===== config.mk =====
export PLATFORM = sky130hd
export DESIGN_NAME = fib_seq_ctrl
export DESIGN_NICKNAME = d
export VERILOG_FILES = /design/src/rtl/fib_seq_ctrl.sv
export SDC_FILE = /design/constraint.sdc
export NUM_CORES = 1
export LEC_CHECK = 0
export CAP_MARGIN = 20
export CORE_UTILIZATION = 56
export DETAILED_ROUTE_END_ITERATION = 12
export PLACE_DENSITY = 0.79
export REMOVE_ABC_BUFFERS = 1
export SYNTH_ARGS = -nofsm -noshare
export SYNTH_HDL_FRONTEND = slang
export SYNTH_SLANG_ARGS = --single-unit

===== constraint.sdc =====
create_clock -name clk -period 3.4 [get_ports clk]
set_input_delay 0.51 -clock clk [delete_from_list [all_inputs] [get_ports clk]]
set_output_delay 0.51 -clock clk [all_outputs]
set_load 0.1 [all_outputs]

===== src/rtl/fib_seq_ctrl.sv =====
// Sequencing controller for a self-timed dual-rail Fibonacci ring: resets and arms the
// ring, collects cmd_count terms via a four-phase handshake and presents them on a valid/ready port.
module fib_seq_ctrl #(
    parameter int WIDTH      = 32,
    parameter int RST_CYCLES = 4,
    parameter int TIMEOUT    = 1024
) (
    input  logic               clk,
    input  logic               rst_n,
    input  logic               cmd_valid,
    output logic               cmd_ready,
    input  logic [15:0]        cmd_count,
    output logic               fib_rst,
    output logic               fib_start,
    output logic               fib_ack,
    input  logic [2*WIDTH-1:0] fib_out,
    output logic               res_valid,
    input  logic               res_ready,
    output logic [WIDTH-1:0]   res_data,
    output logic [15:0]        res_idx,
    output logic               res_wrap,
    output logic               busy,
    output logic [1:0]         err
);
    typedef enum logic [2:0] {
        IDLE, RING_RST, ARM, WAIT_DATA, PRESENT, WAIT_NULL, ERROR
    } state_t;

    localparam int RCW = (RST_CYCLES > 1) ? $clog2(RST_CYCLES) : 1;
    localparam int TW  = $clog2(TIMEOUT + 1) + 1;

    state_t             state_q;
    logic [2*WIDTH-1:0] sync1_q, sync2_q, samp_q;
    logic [15:0]        count_q, idx_q;
    logic [WIDTH-1:0]   prev_q;
    logic [RCW-1:0]     rcnt_q;
    logic [TW-1:0]      tmo_q;

    logic [WIDTH-1:0]   word;
    logic               all_onehot, any_ill, is_data, is_null;
    logic               waiting, progress, fault;
    logic [1:0]         fault_code;

    // Decode the synchronized word; samp_q is the previous synchronized sample.
    always_comb begin
        word       = '0;
        all_onehot = 1'b1;
        any_ill    = 1'b0;
        for (int i = 0; i < WIDTH; i++) begin
            word[i] = sync2_q[2*i+1];
            if (sync2_q[2*i] == sync2_q[2*i+1]) all_onehot = 1'b0;
            if (sync2_q[2*i] && sync2_q[2*i+1]) any_ill = 1'b1;
        end
    end

    assign is_data = all_onehot && (sync2_q == samp_q);
    assign is_null = (sync2_q == '0) && (samp_q == '0);

    always_comb begin
        waiting    = (state_q == ARM) || (state_q == WAIT_DATA) || (state_q == WAIT_NULL);
        progress   = 1'b0;
        fault      = 1'b0;
        fault_code = 2'd0;
        case (state_q)
            ARM:       progress = is_null;
            WAIT_DATA: progress = is_data;
            WAIT_NULL: progress = is_null;
            default:   progress = 1'b0;
        endcase
        // Illegal code takes precedence over a simultaneous timeout.
        if (((state_q == WAIT_DATA) || (state_q == WAIT_NULL)) && any_ill) begin
            fault      = 1'b1;
            fault_code = 2'd2;
        end else if (waiting && !progress && (tmo_q == TW'(TIMEOUT))) begin
            fault      = 1'b1;
            fault_code = 2'd1;
        end
    end

    assign cmd_ready = (state_q == IDLE);
    assign busy      = (state_q != IDLE);

    always_ff @(posedge clk or negedge rst_n) begin
        if (!rst_n) begin
            state_q   <= IDLE;
            sync1_q   <= '0;
            sync2_q   <= '0;
            samp_q    <= '0;
            count_q   <= '0;
            idx_q     <= '0;
            prev_q    <= '0;
            rcnt_q    <= '0;
            tmo_q     <= '0;
            fib_rst   <= 1'b1;
            fib_start <= 1'b0;
            fib_ack   <= 1'b0;
            res_valid <= 1'b0;
            res_data  <= '0;
            res_idx   <= '0;
            res_wrap  <= 1'b0;
            err       <= 2'd0;
        end else begin
            sync1_q <= fib_out;
            sync2_q <= sync1_q;
            samp_q  <= sync2_q;

            if (waiting) begin
                tmo_q <= progress ? '0 : tmo_q + 1'b1;
            end

            if (fault) begin
                state_q   <= ERROR;
                err       <= fault_code;
                fib_rst   <= 1'b1;
                fib_start <= 1'b0;
                fib_ack   <= 1'b0;
                res_valid <= 1'b0;
            end else begin
                case (state_q)
                    IDLE: begin
                        if (cmd_valid && (cmd_count != 16'd0)) begin
                            count_q <= cmd_count;
                            idx_q   <= '0;
                            rcnt_q  <= '0;
                            fib_rst <= 1'b1;
                            state_q <= RING_RST;
                        end
                    end
                    RING_RST: begin
                        if (rcnt_q == RCW'(RST_CYCLES - 1)) begin
                            fib_rst <= 1'b0;
                            tmo_q   <= '0;
                            state_q <= ARM;
                        end else begin
                            rcnt_q <= rcnt_q + 1'b1;
                        end
                    end
                    ARM: begin
                        if (is_null) begin
                            fib_start <= 1'b1;
                            state_q   <= WAIT_DATA;
                        end
                    end
                    WAIT_DATA: begin
                        if (is_data) begin
                            res_data  <= word;
                            res_idx   <= idx_q;
                            res_wrap  <= (idx_q != 16'd0) && (word < prev_q);
                            res_valid <= 1'b1;
                            state_q   <= PRESENT;
                        end
                    end
                    PRESENT: begin
                        if (res_ready) begin
                            res_valid <= 1'b0;
                            prev_q    <= res_data;
                            fib_ack   <= 1'b1;
                            state_q   <= WAIT_NULL;
                        end
                    end
                    WAIT_NULL: begin
                        if (is_null) begin
                            fib_ack <= 1'b0;
                            idx_q   <= idx_q + 16'd1;
                            if ((idx_q + 16'd1) == count_q) begin
                                fib_start <= 1'b0;
                                fib_rst   <= 1'b1;
                                state_q   <= IDLE;
                            end else begin
                                state_q <= WAIT_DATA;
                            end
                        end
                    end
                    default: begin
                        fib_rst   <= 1'b1;
                        fib_start <= 1'b0;
                        fib_ack   <= 1'b0;
                        res_valid <= 1'b0;
                    end
                endcase
            end
        end
    end
endmodule


* After elaboration in Yosys (flattened, before gate mapping)
Index checks and enable logic that the tools add are counted.
Operators by class: reductions and logical operators 67, equal/unequal tests 55, add/subtract/negate cells 3, bitwise logic cells 1, $lt $le $gt $ge 1, multiplexer cells 108
Operators by type and width (number):
- $logic_not 64->1 | 2
- $mux 1 | 82
- $eq 64x64->1 | 1
- $mux 12 | 5
- $logic_and 1x1->1 | 39
- $eq 1x1->1 | 32
- $lt 32x32->1 | 1
- $mux 16 | 2
- $pmux 16 s2 | 1
- $reduce_bool 16->1 | 2
- $mux 3 | 7
- $pmux 3 s6 | 1
- $add 16x1->16 const B | 1
- $eq 16x16->1 | 1
- $ne 3x3->1 const B | 5
- $reduce_and 3->1 | 5
- $add 12x1->12 const B | 1
- $eq 12x11->1 const B | 1
- $reduce_and 4->1 | 3
- $reduce_or 4->1 | 3
- $ne 2x1->1 const B | 5
- $pmux 1 s3 | 3
- $mux 2 | 4
- $reduce_and 7->1 | 1
- other kinds (21) | 27
Word-level totals: output and inout bits 57, word-level logic and storage cells 252, register bits after elaboration 328

* Logic depth before layout (Yosys ltp)
Gate-level depths: netlist of run 1.
depth in word-level cells 42, gate-level depth with buffers 12, depth with buffers taken out 10

* Least setup slack after synthesis of run 1
No wires, ideal clock.
kind reg2reg, from reg state_q[0], to reg count_q[10], cell stages (with the launch flop) 8, setup time 0.125 ns, setup slack -0.015 ns, data arrival time 3.290 ns, cells stage by stage dfrtp_1 buf_2 clkinv_1 nand2_1 inv_1 nand2_1 clkbuf_1 mux2_2
Between the ends: elaborated cells between the ends (all ways) 17
RTL lines:
- start, declared | line 32 | state_t state_q;
- start signal, assigned | line 85 | state_q <= IDLE;
- start signal, assigned | line 112 | state_q <= ERROR;
- start signal, assigned | line 126 | state_q <= RING_RST;
- $logic_not 3->1
- net cmd_ready | line 11 | output logic cmd_ready,
- $reduce_and 3->1 (no source line)
- end signal, assigned | line 122 | count_q <= cmd_count;
- end, declared | line 34 | logic [15:0] count_q, idx_q;
The timed path passes the listed nets, and every way through them passes these cells. A chain may end at the register's enable or synchronous reset.

* Final worst setup path of run 1
from reg sync2_q[59], to reg res_idx[15]
Between the ends: word-level cells in the longest chain between the ends 13, elaborated cells between the ends (all ways) 21
Ends and longest elaborated chain:
- start, declared | line 33 | logic [2*WIDTH-1:0] sync1_q, sync2_q, samp_q;
- start signal, assigned | line 104 | sync2_q <= sync1_q;
- $eq 1x1->1 | line 51 | if (sync2_q[2*i] == sync2_q[2*i+1]) all_onehot = 1'b0;
- $mux 1 (3 in series) | line 51
- $logic_and 1x1->1 | line 56 | assign is_data = all_onehot && (sync2_q == samp_q);
- $pmux 1 s2 | line 64 | case (state_q)
- $logic_not 1->1 | line 74 | end else if (waiting && !progress && (tmo_q == TW'(TIMEOUT))) begin
- $logic_and 1x1->1 (2 in series) | line 74
- $mux 1 | line 74
- $mux 1 | line 71 | if (((state_q == WAIT_DATA) || (state_q == WAIT_NULL)) && any_ill) begin
- $not 1->1 (no source line)
- $reduce_and 3->1 (no source line) *
- end signal, assigned | line 147 | res_idx <= idx_q;
- end, declared | line 20 | output logic [15:0] res_idx,
Mark *: on every way between the ends. The rest lies on a longest branch, timed or not.

==> Implementation_results.wiki, run 1 <==
{| class="wikitable"
! Metric !! Value
|-
| Outcome || finished, violations left
|-
| Failing checks || negative hold slack
|-
| Starting utilization of the core area || between 50% and 60%
|-
| GRT Residual Overflow || 0
|-
| Commonest non-fill, non-tap cell in the layout || sky130_fd_sc_hd__dfrtp_1
|-
| Largest net degree at the start of global routing || between 100 and 150
|-
| Register cell area after layout || approximately 8200 um2
|-
| CTS Root Cell || sky130_fd_sc_hd__clkbuf_16
|-
| Net Sw Power || 2.88 mW
|-
| Signed area change from the synthesized netlist to the final layout || 22.2%
|-
| Power density normalized to cell area || approximately 600 nW/um2
|-
| Clock-pin slew on the worst setup and hold paths || around 60 ps
|-
| Slew at the pin closest to its max-slew limit || roughly 1000 ps
|-
| Buffer depth of the longest clock path || 3
|-
| Clock buffers created by TritonCTS || 36
|-
| Headroom to the max-slew limit || 33.2%
|-
| Worst hold slack after final layout || -6.65 ps
|-
| Die width || 162 um
|-
| Number of different library cells in the post-synthesis netlist || 63
|-
| Combined area of the multi-input logic cells || between 5000 and 6000 um2
|-
| Synthesis-stage register bit count || 328
|-
| Delay of the slowest cell on the worst path || ~450 ps
|-
| Largest vdd supply drop || 478 uV
|-
| ANT nets after route || 0
|-
| Number of antenna violations at the first check in global routing || 0
|-
| Number of instances in the synthesized netlist || 1,188
|-
| Core region area || around 25,000 um2
|-
| Number of primary I/O pins || 141
|-
| Worst-case setup margin in the final layout || about 190 ps
|-
| Setup violations, final || 0
|-
| Global placement routability congestion || 0.967
|-
| Number of detailed-routing iterations run before antenna repair || 5
|-
| Final hold violation count || 12
|-
| Max-cap violations || 0
|-
| Max frequency || 312 MHz
|-
| Critical Path Most Common Cell || sky130_fd_sc_hd__nand4_1
|-
| Count of standard-cell rows || between 50 and 60
|-
| Top library cells by usage in the layout, fill and taps aside || 326 x sky130_fd_sc_hd__dfrtp_1, 133 x sky130_fd_sc_hd__clkdlybuf4s50_1, 111 x sky130_fd_sc_hd__inv_1
|-
| Share of flip-flops with an asynchronous set or reset after synthesis || 100%
|-
| Wire length of the first global-routing pass || about 55 mm
|-
| Internal power contribution || 7.39 mW
|-
| Depth of the worst register-to-register path || 11
|-
| Max FO, Critical Path || 30
|-
| Cells along the critical path || inv_1, ha_1, nand4_1, nor4_1, nand4_1, or3_1, or2_1, nor3_2, nand2_2, buf_4, mux2_1
|-
| Dominant synthesized flop cell || sky130_fd_sc_hd__dfrtp_1
|-
| Data arrival time of the critical path || 3590 ps
|-
| Sum of internal, switching and leakage power || a little over 10 mW
|-
| Placement Setup Slack || 143 ps
|-
| Total Wirelength || 34.0 mm
|-
| Worst setup SP type || register
|-
| Post-synthesis average cell area || 12.0 um2
|-
| Clock latency of the later-clocked register in the worst-skew pair || roughly 520 ps
|-
| Average detailed-routed wire length per instance || between 15 and 20 um
|-
| Height of the die || around 160 um
|-
| Die area || about 26,000 um2
|-
| TritonCTS Sinks || around 330
|-
| Remaining routing DRC violations || 0
|-
| Clk_skew || 21.6 ps
|-
| Post-route fraction of the period consumed by the critical path || 94.4%
|-
| RSZ-0062 raised after global routing || no
|-
| Clock network fraction of design power || roughly 37%
|-
| Diodes inserted || 0
|-
| Slowest cell on the critical path || sky130_fd_sc_hd__dfrtp_1
|-
| Logic gate share of total power || between 10% and 20%
|-
| 1st-iter DRT viols || between 600 and 700
|-
| Post-detailed-route via-to-cell ratio || roughly 5.7
|-
| Layout net count || ~1,600
|-
| Type of the tightest min-delay check || in2async
|-
| Switching power share of the total || between 20% and 30%
|-
| Final min period || approximately 3200 ps
|-
| Via count of the first global-routing pass || around 10,000
|-
| Static Leak || 7.98 nW
|-
| Number of enable-type register cells in the synthesized netlist || 0
|-
| Share of power burned in registers || a little under half
|-
| All-layer global routing usage || a little over a quarter
|-
| Kind of capture point of the worst setup path || register
|-
| Clock tree from TritonCTS || yes
|-
| Setup total negative slack || 0 ps
|-
| Total of fill cells in the finished design || approximately 1,800
|-
| Share of final-layout standard cells stronger than drive strength 1 || 12.9%
|-
| Total of buffers placed on input and output ports || 140
|-
| Combined area of all synthesized cells || 14,300 um2
|-
| Total of warnings raised by yosys || 0
|-
| Worst Setup Path Type || reg2reg
|-
| HPWL after detailed placement || about 25 mm
|-
| H-Tree Depth || 2
|-
| Share of the yosys chip area belonging to registers || between 50% and 60%
|-
| Slew Viols, Final || 0
|-
| Via count of the routed design || just under 10,000
|-
| Share of the core filled with cells || a little over two thirds
|-
| WP data required || about 3800 ps
|}
## cells by family after synthesis
logic type                 count (synthesis)  synth area share (%)
muxes                                     69                  5.42
xor gates and xnor gates                  92                  5.64
and+or+nand+nor                          303                  12.0
DFF                                      328                  57.5
buffers and inverters                    144                  4.01
AOI/OAI and AO/OA                        152                  6.70
adders and majority gates                100                  8.76
## critical path: cells and delay by family (launching register included)
kind | cells | cell delay [ps]
flops | 1 | 450
fa+ha+maj | 1 | 280
buf+inv | 2 | 360
simple gates | 7 | 1610
mux | 1 | 360
## what timing repair did
action | CTS | global route
buffers inserted | 0 | 0
hold buffers | 0 | 0
gates resized for setup | 0 | 2
endpoints found under the hold margin | 0 | 0
endpoints found under the setup margin | 0 | 11
## synthesized netlist by cell type (4+ instances only)
cell | number | share of area, %
sky130_fd_sc_hd__or4_1 | 6 | 0.32
sky130_fd_sc_hd__nand4_1 | 40 | 1.8
sky130_fd_sc_hd__mux2_2 | 63 | 5.0
sky130_fd_sc_hd__o311a_1 | 4 | 0.28
sky130_fd_sc_hd__xor2_1 | 63 | 3.9
sky130_fd_sc_hd__nor3_1 | 9 | 0.32
sky130_fd_sc_hd__inv_1 | 111 | 2.9
sky130_fd_sc_hd__nand2b_1 | 4 | 0.18
sky130_fd_sc_hd__mux2_1 | 4 | 0.32
sky130_fd_sc_hd__a31oi_1 | 6 | 0.26
sky130_fd_sc_hd__o31ai_1 | 10 | 0.53
sky130_fd_sc_hd__o21a_1 | 6 | 0.32
sky130_fd_sc_hd__dfrtp_1 | 327 | 57
sky130_fd_sc_hd__and4_1 | 4 | 0.25
sky130_fd_sc_hd__nand4b_1 | 4 | 0.25
sky130_fd_sc_hd__or3_1 | 6 | 0.26
sky130_fd_sc_hd__and3_1 | 5 | 0.22
sky130_fd_sc_hd__a21oi_1 | 16 | 0.56
sky130_fd_sc_hd__a41oi_1 | 4 | 0.25
sky130_fd_sc_hd__nor4_1 | 62 | 2.7
sky130_fd_sc_hd__o21ai_0 | 66 | 2.3
sky130_fd_sc_hd__nor4b_1 | 5 | 0.31
sky130_fd_sc_hd__a21o_1 | 14 | 0.74
sky130_fd_sc_hd__ha_1 | 100 | 8.8
sky130_fd_sc_hd__nor2_1 | 46 | 1.2
sky130_fd_sc_hd__nor2b_1 | 4 | 0.18
sky130_fd_sc_hd__nand2_1 | 64 | 1.7
sky130_fd_sc_hd__nand3_1 | 21 | 0.74
sky130_fd_sc_hd__nor4_2 | 5 | 0.44
sky130_fd_sc_hd__buf_2 | 11 | 0.39
sky130_fd_sc_hd__xnor2_1 | 29 | 1.8
sky130_fd_sc_hd__clkbuf_1 | 18 | 0.47
## power groups by stage
stage	clock network (mW)	registers, mW	logic (mW)
final	3.76	4.67	1.84
after global routing	3.98	4.72	2.08
after CTS	3.83	4.67	1.85
after global placement	0	4.71	1.77
after floorplan	0	4.64	1.15
after detailed placement	0	4.73	1.82
## routing by layer
layer | global-route usage, % | vias to the layer above | wire, um
li1 | - | 4531 | -
met1 | 37.3 | 4849 | 15000
met2 | 44.1 | 312 | 16100
met3 | 4.47 | 72 | 1830
met4 | 9.99 | 0 | 1040
met5 | 0 | - | 0
## final timing paths
path	start	end	slack, ps
setup / recovery	sync2_q[59]	res_idx[15]	190
hold / removal	rst_n	tmo_q[7]	-7
setup reg to reg	sync2_q[59]	res_idx[15]	190
hold reg to reg	sync1_q[23]	sync2_q[23]	340
max in group asynchronous	rst_n	sync1_q[35]	2430
min in group clk	sync1_q[23]	sync2_q[23]	340
## state kept, by name, indices dropped and copies added (netlist names)
name       flops
samp_q        64
sync1_q       64
sync2_q       64
prev_q        32
res_data      32
count_q       16
idx_q         16
res_idx       16
tmo_q         12
state_q        3
err            2
rcnt_q         2
fib_ack        1
fib_rst        1
fib_start      1
res_valid      1
res_wrap       1
## per-stage QoR
stage	cell area, um2	std cells
6_report	17500	1724
5_1_grt	17500	1724
4_1_cts	17400	1724
3_5_place_dp	16300	1665
3_3_place_gp	16300	1665
2_1_floorplan	14100	1156
## final cells by class
cell class	instances	area share [%]
repair buffers	179	9.94
multi-input cells	716	31.6
well taps	330	2.37
flip-flops and latches	328	47.0
clock buffers	50	6.09
inverters	112	2.41
clock inverters	9	0.559
(Power assumes the default switching activity.)
==> run 2, diff against run 1 <==
Settings changed: CTS_BUF_LIST set to sky130_fd_sc_hd__clkbuf_8.
==> run 2 against run 1 <==
  * The flow now finishes without violations
  * Non-clock buffer count increased by 1
  * Total power decreased by 6.0%
  * Sequential power hardly changed
  * Global-route usage shrank 0.11 points
  * Clock power fell by 16%
  * Critical path type unchanged
  * Largest power group unchanged
==> Implementation_results.wiki, run 2 (synthesis results as in run 1) <==
{| class="wikitable"
! Metric !! Value
|-
| Outcome || complete, no violations
|-
| Number of antenna violations at the first check in global routing || 0
|-
| Diodes inserted || 0
|-
| Critical Path Most Common Cell || sky130_fd_sc_hd__nand4_1
|-
| Post-detailed-placement cell area || ~16,000 um2
|-
| Type of the tightest min-delay check || reg2reg
|-
| Clock tree from TritonCTS || yes
|-
| Total of fill cells in the finished design || roughly 1,900
|-
| CTS Root Cell || sky130_fd_sc_hd__clkbuf_8
|-
| Remaining routing DRC violations || 0
|-
| Largest net degree at the start of global routing || roughly 110
|-
| Height of the die || about 160 um
|-
| Worst hold slack after final layout || ~340 ps
|-
| 1st-iter DRT viols || approximately 670
|-
| Crit path buf inv count || 2
|-
| Clk_skew || between 20 and 25 ps
|-
| GRT Residual Overflow || 0
|-
| Number of detailed-routing iterations run before antenna repair || 5
|-
| Worst-case setup margin in the final layout || about 180 ps
|-
| Placement Setup Slack || 143 ps
|-
| Clock-pin slew on the worst setup and hold paths || roughly 60 ps
|-
| Final hold violation count || 0
|-
| Via count of the routed design || ~10,000
|-
| Delay of the slowest cell on the worst path || 450 ps
|-
| Post CTS Setup Buffer Count || 0
|-
| WP data required || 3830 ps
|-
| HPWL after detailed placement || roughly 25 mm
|-
| Worst Setup Path Type || reg2reg
|-
| Cell type group with the largest total delay on the critical path || simple AND/OR/NAND/NOR gates
|-
| Count of standard-cell rows || 58
|-
| Biggest registers after layout || samp_q: 64 flops, sync1_q: 64 flops, sync2_q: 64 flops
|-
| Max-cap violations || 0
|-
| Static Leak || between 7 and 8 nW
|-
| Signed area change from the synthesized netlist to the final layout || 21.0%
|-
| Final min period || 3220 ps
|-
| Length of routed wiring on met1 || 15.0 mm
|-
| Power density normalized to cell area || 559 nW/um2
|-
| H-Tree Depth || 2
|-
| Final design area excluding fillers || between 15,000 and 20,000 um2
|-
| Sum of internal, switching and leakage power || between 9 and 10 mW
|-
| Uppermost routed layer || met4
|-
| All-layer global routing usage || between 20% and 30%
|-
| Clock latency of the later-clocked register in the worst-skew pair || around 570 ps
|-
| Commonest non-fill, non-tap cell in the layout || sky130_fd_sc_hd__dfrtp_1
|-
| Kind of capture point of the worst setup path || register
|-
| Slew Viols, Final || 0
|-
| Final non-filler cell total || between 1,500 and 2,000
|-
| Number of primary I/O pins || 141
|-
| Headroom to the max-slew limit || a little under 30%
|-
| Post-detailed-route via-to-cell ratio || roughly 5.6
|-
| Cells along the critical path || inv_1, ha_1, nand4_1, nor4_1, nand4_1, or3_1, or2_1, nor3_2, nand2_2, buf_4, mux2_1
|-
| Layout net count || about 1,600
|-
| Setup violations, final || 0
|-
| Slew at the pin closest to its max-slew limit || around 1000 ps
|-
| Share of the core filled with cells || approximately 69%
|-
| ANT nets after route || 0
|-
| Via count of the first global-routing pass || ~10,000
|-
| Largest vdd supply drop || about 410 uV
|-
| RSZ-0062 raised after global routing || no
|-
| Setup total negative slack || 0 ps
|-
| Worst setup SP type || register
|-
| Total of buffers placed on input and output ports || between 100 and 150
|-
| Amount of wire on met2 after detailed routing || 16.2 mm
|-
| Total Wirelength || about 34 mm
|-
| Die width || about 160 um
|-
| Buffer depth of the longest clock path || 3
|-
| Starting utilization of the core area || 56.9%
|-
| Clock buffers created by TritonCTS || 51
|-
| Wire length on met3 || approximately 1.9 mm
|-
| Global placement routability congestion || around 0.97
|-
| Number of placed instances, taps included || between 1,500 and 2,000
|-
| Average detailed-routed wire length per instance || approximately 19 um
|-
| Core region area || ~25,000 um2
|-
| Post-route fraction of the period consumed by the critical path || between 90% and 100%
|-
| TritonCTS Sinks || roughly 330
|-
| Share of final-layout standard cells stronger than drive strength 1 || 13.8%
|-
| Slowest cell on the critical path || sky130_fd_sc_hd__dfrtp_1
|-
| Max FO, Critical Path || 30
|-
| Max frequency || 310 MHz
|-
| Top library cells by usage in the layout, fill and taps aside || 326 x sky130_fd_sc_hd__dfrtp_1, 133 x sky130_fd_sc_hd__clkdlybuf4s50_1, 126 x sky130_fd_sc_hd__inv_1
|-
| Data arrival time of the critical path || between 3000 and 4000 ps
|-
| Wire length of the first global-routing pass || around 54 mm
|-
| Die area || approximately 26,000 um2
|}
[run 2: cell count changes in the layout (fill, tap and decap cells not counted)]
cell,before,now
sky130_fd_sc_hd__clkbuf_8,11,63
sky130_fd_sc_hd__clkinv_2,2,6
sky130_fd_sc_hd__inv_8,0,1
sky130_fd_sc_hd__dlygate4sd3_1,0,1
sky130_fd_sc_hd__clkbuf_16,36,0
sky130_fd_sc_hd__bufinv_16,1,0
sky130_fd_sc_hd__inv_1,111,126
sky130_fd_sc_hd__clkbuf_1,3,0
sky130_fd_sc_hd__clkinv_4,2,0
sky130_fd_sc_hd__inv_6,1,0
sky130_fd_sc_hd__clkinv_8,1,0
[run 2: where the power goes]
part	internal [mW]	leakage, nW	switching [mW]
clock	1.67	0.563	1.49
combinational	0.807	3.35	1.03
sequential	4.32	4.06	0.347
total	6.79	7.98	2.86
[run 2: cell type report]
| type | count | area, um2 | area share (%) |
|---|---|---|---|
| clock buffers | 63 | 867 | 5.02 |
| clock inverters | 24 | 113 | 0.652 |
| inverters | 112 | 420 | 2.43 |
| flip-flops and latches | 328 | 8210 | 47.5 |
| well taps | 330 | 413 | 2.39 |
| repair buffers | 180 | 1740 | 10.1 |
| multi-input cells | 716 | 5520 | 31.9 |
[run 2: path summary, 6_finish.rpt]
kind | start | endpoint | slack [ps] | cells after the start
max | sync2_q[59] | res_idx[15] | 180 | 11
min | sync1_q[19] | sync2_q[19] | 340 | 0
max reg2reg | sync2_q[59] | res_idx[15] | 180 | 11
min reg2reg | sync1_q[19] | sync2_q[19] | 340 | 0
max in group asynchronous | rst_n | sync1_q[50] | 1910 | 3
min in group asynchronous | rst_n | sync1_q[1] | 520 | 2
[run 2: what timing repair did]
item | 4_1_cts | 5_1_grt
endpoints found under the hold margin | 71 | 0
gates resized for setup | 0 | 2
setup endpoints to repair | 0 | 13
hold buffers | 1 | 0
[run 2: metal layers]
layer	GRT usage, %	vias to the layer above
met5	0	-
met4	9.31	0
met3	4.75	72
met2	44.0	308
met1	37.2	4867
li1	-	4560
[run 2: worst register-to-register path: stages (launching register included)]
cell	delay (ps)
sky130_fd_sc_hd__dfrtp_1	450
sky130_fd_sc_hd__inv_1	80
sky130_fd_sc_hd__ha_1	280
sky130_fd_sc_hd__nand4_1	130
sky130_fd_sc_hd__nor4_1	290
sky130_fd_sc_hd__nand4_1	190
sky130_fd_sc_hd__or3_1	400
sky130_fd_sc_hd__or2_1	290
sky130_fd_sc_hd__nor3_2	240
sky130_fd_sc_hd__nand2_2	80
sky130_fd_sc_hd__buf_4	280
sky130_fd_sc_hd__mux2_1	380
==> run 3, diff against run 2 <==
Settings changed: SLEW_MARGIN set to 0.
==> results of run 3 <==
No change in the layout: final DEF, timing and power equal those of run 2.
